File: src/rtl/rx_mem_arbiter.sv
// rx_mem_arbiter
//   Round-robin scheduler sharing the single write port of the rx audio
//   sample memory among NCH receiver channels (all in the adc_clk domain).
//   Each channel's sample-available strobe is latched as "pending"; the FSM
//   grants one pending channel at a time, fetches its I then Q word over the
//   shared get strobes and writes both words into a double-buffered memory.
//
// Ports
//   adc_clk, reset        : clock, synchronous active-high reset
//   chan_en[NCH]          : channel enables, taken into account only in IDLE
//   nrx_samps[16]         : samples per channel per buffer half (0 acts as 1)
//   rx_avail[NCH]         : one-cycle "new sample" pulse per channel
//   rx_din[16]            : selected channel data, valid the cycle after a get
//   chan_sel[3]           : channel being serviced
//   get_i, get_q          : one-cycle read strobes to the selected channel
//   wr_en, wr_addr, wr_data : memory write port
//   buf_done              : one-cycle pulse when a buffer half is complete
//   buf_sel               : buffer half currently being filled
//   overrun               : sticky, a sample was dropped
//
// Handshake: get_i/get_q are fire-and-forget strobes; the channel presents
// the requested word on rx_din exactly one cycle later with no back-pressure.
// wr_en has no ready: the memory accepts every write in the cycle it is high.
module rx_mem_arbiter #(
    parameter int NCH = 4,
    parameter int AW  = 13
) (
    input  logic           adc_clk,
    input  logic           reset,
    input  logic [NCH-1:0] chan_en,
    input  logic [15:0]    nrx_samps,
    input  logic [NCH-1:0] rx_avail,
    input  logic [15:0]    rx_din,
    output logic [2:0]     chan_sel,
    output logic           get_i,
    output logic           get_q,
    output logic           wr_en,
    output logic [AW-1:0]  wr_addr,
    output logic [15:0]    wr_data,
    output logic           buf_done,
    output logic           buf_sel,
    output logic           overrun
);

    localparam int LW = AW - 1;

    typedef enum logic [1:0] {
        S_IDLE  = 2'd0,
        S_GET_I = 2'd1,
        S_GET_Q = 2'd2,
        S_WR_Q  = 2'd3
    } state_t;

    state_t         state_q, state_d;
    logic [NCH-1:0] pending_q, pending_d;
    logic [NCH-1:0] served_q, served_d;
    logic [NCH-1:0] en_q, en_d;
    logic [15:0]    samp_idx_q, samp_idx_d;
    logic [2:0]     last_grant_q, last_grant_d;
    logic [2:0]     chan_sel_q, chan_sel_d;
    logic           buf_sel_q, buf_sel_d;
    logic           buf_done_q, buf_done_d;
    logic           overrun_q, overrun_d;

    logic [NCH-1:0] en_eff;
    logic [NCH-1:0] sel_oh;
    logic [NCH-1:0] pend_clr;
    logic [NCH-1:0] pend_vis;
    logic [NCH-1:0] pend_shift;
    logic [NCH-1:0] served_now;
    logic [15:0]    samp_last;
    logic [LW-1:0]  addr_low;
    logic           q_word;
    logic           found;
    logic [2:0]     pick;
    int unsigned    cand;

    always_comb begin
        state_d      = state_q;
        served_d     = served_q;
        samp_idx_d   = samp_idx_q;
        last_grant_d = last_grant_q;
        chan_sel_d   = chan_sel_q;
        buf_sel_d    = buf_sel_q;
        buf_done_d   = 1'b0;
        overrun_d    = overrun_q;
        get_i        = 1'b0;
        get_q        = 1'b0;
        wr_en        = 1'b0;
        q_word       = 1'b0;
        pend_clr     = '0;

        // The live enable is only honoured while idle; during a service the
        // enable captured at grant time stays in force.
        en_eff = (state_q == S_IDLE) ? chan_en : en_q;
        en_d   = en_eff;

        sel_oh     = {{(NCH-1){1'b0}}, 1'b1} << chan_sel_q;
        served_now = served_q | sel_oh;
        samp_last  = (nrx_samps == 16'd0) ? 16'd0 : nrx_samps - 16'd1;

        // Round-robin: first pending channel at or after last_grant+1.
        pend_vis   = pending_q & en_eff;
        found      = 1'b0;
        pick       = '0;
        cand       = 0;
        pend_shift = '0;
        for (int k = 1; k <= NCH; k++) begin
            cand       = (32'(last_grant_q) + 32'(k)) % 32'(NCH);
            pend_shift = pend_vis >> cand;
            if (!found && pend_shift[0]) begin
                found = 1'b1;
                pick  = 3'(cand);
            end
        end

        case (state_q)
            S_IDLE: begin
                // Disabled channels drop out of the round so it can complete.
                served_d = served_q & chan_en;
                if (found) begin
                    chan_sel_d = pick;
                    state_d    = S_GET_I;
                end
            end
            S_GET_I: begin
                get_i   = 1'b1;
                state_d = S_GET_Q;
            end
            S_GET_Q: begin
                // I word arrives now (requested last cycle); request Q.
                get_q    = 1'b1;
                wr_en    = 1'b1;
                pend_clr = sel_oh;
                state_d  = S_WR_Q;
            end
            S_WR_Q: begin
                wr_en        = 1'b1;
                q_word       = 1'b1;
                last_grant_d = chan_sel_q;
                state_d      = S_IDLE;
                if (served_now == en_q && en_q != '0) begin
                    served_d = '0;
                    if (samp_idx_q >= samp_last) begin
                        samp_idx_d = '0;
                        buf_sel_d  = ~buf_sel_q;
                        buf_done_d = 1'b1;
                    end else begin
                        samp_idx_d = samp_idx_q + 16'd1;
                    end
                end else begin
                    served_d = served_now;
                end
            end
            default: state_d = S_IDLE;
        endcase

        // A new strobe on a channel being fetched this cycle is kept (set
        // wins) and is not a drop; a strobe on any other pending channel is.
        pending_d = (pending_q & en_eff & ~pend_clr) | (rx_avail & en_eff);
        if (|(rx_avail & en_eff & pending_q & ~pend_clr)) begin
            overrun_d = 1'b1;
        end

        addr_low = LW'((32'(samp_idx_q) * 32'(NCH) + 32'(chan_sel_q)) * 32'd2
                       + 32'(q_word));
        wr_addr  = wr_en ? {buf_sel_q, addr_low} : '0;
        wr_data  = wr_en ? rx_din : 16'd0;
    end

    always_ff @(posedge adc_clk) begin
        if (reset) begin
            state_q      <= S_IDLE;
            pending_q    <= '0;
            served_q     <= '0;
            en_q         <= '0;
            samp_idx_q   <= '0;
            last_grant_q <= 3'(NCH - 1);
            chan_sel_q   <= '0;
            buf_sel_q    <= 1'b0;
            buf_done_q   <= 1'b0;
            overrun_q    <= 1'b0;
        end else begin
            state_q      <= state_d;
            pending_q    <= pending_d;
            served_q     <= served_d;
            en_q         <= en_d;
            samp_idx_q   <= samp_idx_d;
            last_grant_q <= last_grant_d;
            chan_sel_q   <= chan_sel_d;
            buf_sel_q    <= buf_sel_d;
            buf_done_q   <= buf_done_d;
            overrun_q    <= overrun_d;
        end
    end

    assign chan_sel = chan_sel_q;
    assign buf_sel  = buf_sel_q;
    assign buf_done = buf_done_q;
    assign overrun  = overrun_q;

endmodule

File: config.mk
export PLATFORM = sky130hd
export DESIGN_NAME = rx_mem_arbiter
export DESIGN_NICKNAME = d
export VERILOG_FILES = /design/src/rtl/rx_mem_arbiter.sv
export SDC_FILE = /design/constraint.sdc
export NUM_CORES = 1
export LEC_CHECK = 0
export ABC_CLOCK_PERIOD_IN_PS = 4170
export BUFFER_PORTS_ARGS = -buffer_cell sky130_fd_sc_hd__buf_2
export CAP_MARGIN = 20
export CORE_MARGIN = 8
export CORE_UTILIZATION = 51
export CTS_CLUSTER_DIAMETER = 50
export DETAILED_ROUTE_END_ITERATION = 7
export PLACE_DENSITY = 0.85
export SYNTH_ARGS = -nofsm -noshare
export SYNTH_HDL_FRONTEND = slang
export SYNTH_SLANG_ARGS = --single-unit
File: constraint.sdc
create_clock -name adc_clk -period 4.17 [get_ports adc_clk]
set_input_delay 0.6255 -clock adc_clk [delete_from_list [all_inputs] [get_ports adc_clk]]
set_output_delay 0.6255 -clock adc_clk [all_outputs]
set_load 0.01 [all_outputs]
# Word-level counts from Yosys, hierarchy flattened
# Cells that the tools add are included.
# classes
n_addsub,8
magnitude_cmp,1
n_eq_ne,5
shifts,5
mux,23
n_bitwise,12
n_reduce_logical,17
# op_table
cell,count
two-way mux 16 bit,3
AND 4 bit,6
"adder 16 x 1 -> 16 bit, second input constant",1
greater-or-equal comparator 16 bit,1
zero test 16 bit,1
>> shifter 4 x 2 -> 1 bit,4
"subtractor 16 x 1 -> 16 bit, second input constant",1
two-way mux 13 bit,1
adder 12 x 1 -> 12 bit,1
two-way mux 4 bit,3
adder 11 x 3 -> 11 bit,1
two-way mux 1 bit,9
two-way mux 3 bit,3
bitwise OR 4 bit,2
case mux 2 bit (4 select lines),1
case mux 4 bit (2 select lines),1
"adder 2 x 1 -> 2 bit, second input constant",2
"adder 2 bit, second input constant",2
"equality test 2 bit, second input constant",2
equality test 4 bit,1
logical AND 1 bit,4
two-way mux 2 bit,2
inverter 4 bit,1
AND reduction 2 bit,2
12 further kinds,16
# word_totals
register_bits,38
out_inout_bits,38
elab_cells,81

# Depth between registers and ports, before layout
# depth
word_depth,16
depth_mapped,15
ltp_nobuf,14

# Worst setup path after synthesis
# Ideal clock, no wire load.
# synth_path
kind,input -> register
from,input nrx_samps[9]
to,register samp_idx_q[14]
setup_ns,0.086
t_arrival_ns,3.733
required_time_ns,4.084
path_slack_ns,0.351
cell_stages,13
path_buffers,2
cell_sequence,or3_1 > or4b_1 > nor3_1 > nand4_1 > buf_2 > nand2_1 > ha_1 > a22o_1 > o41a_1 > o21ai_0 > a21boi_4 > buf_4 > a211oi_1
# synth_between
elab_chain_len,4
word_cells_on_any_way,5
classes_between,add/sub (1); order compare (1); mux (2); reduce/logical (1)
# synth_rtl
element,line_no,rtl
"start, declared",31,"input logic [15:0] nrx_samps,"
subtractor 16 x 1 -> 16 bit or zero test 16 bit (tied branches),100,samp_last = (nrx_samps == 16'd0) ? 16'd0 : nrx_samps - 16'd1;
two-way mux 16 bit *,100,
greater-or-equal comparator 16 bit *,144,if (samp_idx_q >= samp_last) begin
two-way mux 16 bit *,144,
"end signal, assigned",188,samp_idx_q <= samp_idx_d;
"end, declared",58,"logic [15:0] samp_idx_q, samp_idx_d;"
# Mark *: on every way between the ends. The rest lies on a longest branch, timed or not.
# A chain may end at the register's enable or synchronous reset.

# Worst setup path after layout
# layout_path
from,input nrx_samps[9]
to,register samp_idx_q[7]
# Same word-level chain as after synthesis.

==> out/metrics.yaml <==
antennaDiodeCount: 0
die_h_um: 91.8
power_density_nw_per_um2: 373
worstSetupEndpointType: "register"
period_share: 0.944
clock_skew_ps: 1.82
seq_area_frac_synth: 0.253
fin_crit_ps: 3940
min_path_cells: 2
syn2layout_area_growth_pct: 17.1
gp_congestion: 0.828
portBuffers: 78
netlist_area_um2: 2930
grt_util_all_layers: 0.178
clockBufferDepth: 2
cts-htree-levels: 2
dp.cells: 503
irDropWorstVdd_uv: 403
wl_um: 7570
grt_max_degree: 32
drt-vias-per-instance: 5.75
rows: 27
initial_utilization: 0.529
postCtsSetupBuffers: 0
ys_types: 56
clk_latency_ps: 290
hp-class: "register to register"
synth_area_per_cell_um2: 7.97
synth_top_area_cell: "dfxtp_1"
cts_root_buf: "clkbuf_8"
synth_flop_cell: "dfxtp_1"
die_x_um: 91.8
cts_tree: "done"
cp-start-kind: "primary input"
fin_cells: 511
ys_warn_count: 0
synthCells: 368
post-synth-top-count-cell: "nand2_1"
worstSetupPathType: "primary input to register"
drc: 0
status: "complete, no violations"
wl_per_cell_um: 14.8
synth_edf_count: 0
worstMarginPinSlew_ps: 740
cts.clk_slew.worst_paths_ps: 70
max_cap_viol_count: 0
drt_iter0_markers: 168
synthTopCellsByArea: "dfxtp_1 (25%), ha_1 (10%), nor2b_1 (6.0%)"
p_total_uw: 1280
grt_setup_unrepaired: "false"
r2r_cells: 6
num_vias: 2937
worstPathMaxFanout: 11
leakagePower_uw: 0.00154
grt_first_pass_wirelength_um: 12700
multi_input_area_um2: 2030
filler_cell_count: 502
max_freq_mhz: 254
num_io_pins: 80
syn_nets: 434
drive_gt1_frac: 0.248
drt_pre_antenna_iters: 4
required_ps: 4370
grt_antenna_before_repair: 0
core_um2: 5540
synth.top_cell.area_share: 0.253
synthArstFlopShare: 0
worstPathArrival_ps: 4140
overflow: 0
slew_headroom: 0.506
regArea_um2: 741
ctsResizeCount: 0
dieArea_um2: 8430
yosys-top-cells-count: "nand2_1 (39), dfxtp_1 (37), nor2b_1 (28)"
setup_viol: 0
final_antenna_net_count: 0
grt_pass1_vias: 2958
finalHoldViolCount: 0
cts_num_sinks: 37
final_max_slew_viol_count: 0
hold_buffers: 0
numCtsBuffers: 5
synth_seq_cells: 37
final_nets: 505
hpwlAfterDp_um: 5950
==> path summary, 6_finish.rpt <==
| path | start | endpoint | slack (ps) |
|---|---|---|---|
| max | nrx_samps[9] | samp_idx_q[7] | 230 |
| min | served_q[3] | served_q[3] | 490 |
| max reg2reg | chan_sel[1] | samp_idx_q[14] | 1360 |
| min reg2reg | served_q[3] | served_q[3] | 490 |
==> worst max-delay path: stages <==
cell and delay (ps):
buf_2 110, or3_1 410, or4b_1 540, nor3_1 280, nand4_1 300, and2_1 260
ha_1 260, nor2_1 80, a21oi_1 80, o41a_1 360, o21ai_0 290, a21boi_4 140
buf_4 220, a211oi_1 180
==> power by group <==
| part | switching [µW] | internal, µW | leakage, µW |
|---|---|---|---|
| Combinational | 353 | 223 | 0.00120 |
| Clock | 125 | 131 | 0.0000443 |
| Sequential | 56.3 | 392 | 0.000300 |
==> layout make-up <==
class	count	area share
timing repair buffer	82	0.122
clock buffer	7	0.0252
inverter	16	0.0175
multi-input combinational	297	0.593
sequential	37	0.216
tap	72	0.0262
==> layout by cell type (no fill, tap or decap), types with 2 or more instances in the layout <==
cell       n
buf_2     78
nand2_1   39
dfxtp_1   37
nor2b_1   28
ha_1      24
nor2_1    22
a21oi_1   18
inv_1     16
o21ai_0   16
nor3_1    14
and2_1    14
xor2_1    11
o31ai_1    8
a211oi_2   8
or3_1      7
nand4_1    7
nand3_1    7
or4_1      7
a211oi_1   7
clkbuf_8   6
o211ai_1   5
mux2_2     5
buf_4      4
nor4_1     3
nand2b_1   3
xnor2_1    3
mux2i_1    3
o221ai_1   3
a22o_1     3
a21o_1     3
a31oi_1    3
or2_2      2
nor3b_1    2
o22ai_1    2
==> per-stage QoR <==
step / area [µm²] / worst slack (ps) / utilization / setup TNS, ps / hold slack (ps)
floorplan: 2930 / 351 / - / 0 / 451
global placement: 3340 / 67.3 / 0.603 / 0 / 465
detailed placement: 3340 / -72.2 / 0.603 / -468 / 483
CTS: 3420 / 211 / 0.618 / 0 / 494
global route: 3430 / 29.3 / 0.619 / 0 / 505
finish: 3430 / 233 / 0.619 / 0 / 491
==> flip-flops by register name, summed over array words and instances (netlist names) <==
register and flops:
samp_idx_q 16, en_q 4, pending_q 4, served_q 4
chan_sel 2, last_grant_q 2, state_q 2, buf_done 1
buf_sel 1, overrun 1
==> metal layers <==
metal,wire (µm),GRT usage
met5,0,0
met4,78,0.0725
met3,645,0.0538
met2,3590,0.307
met1,3260,0.200
==> cells by family after synthesis <==
| family | synth area share |
|---|---|
| AOI/OAI and AO/OA | 0.223 |
| xor gates and xnor gates | 0.0418 |
| adders and majority gates | 0.102 |
| buffers and inverters | 0.0534 |
| DFF | 0.253 |
| muxes | 0.0294 |
| other | 0.00128 |
| and+or+nand+nor | 0.296 |
(Power assumes the default switching activity.)
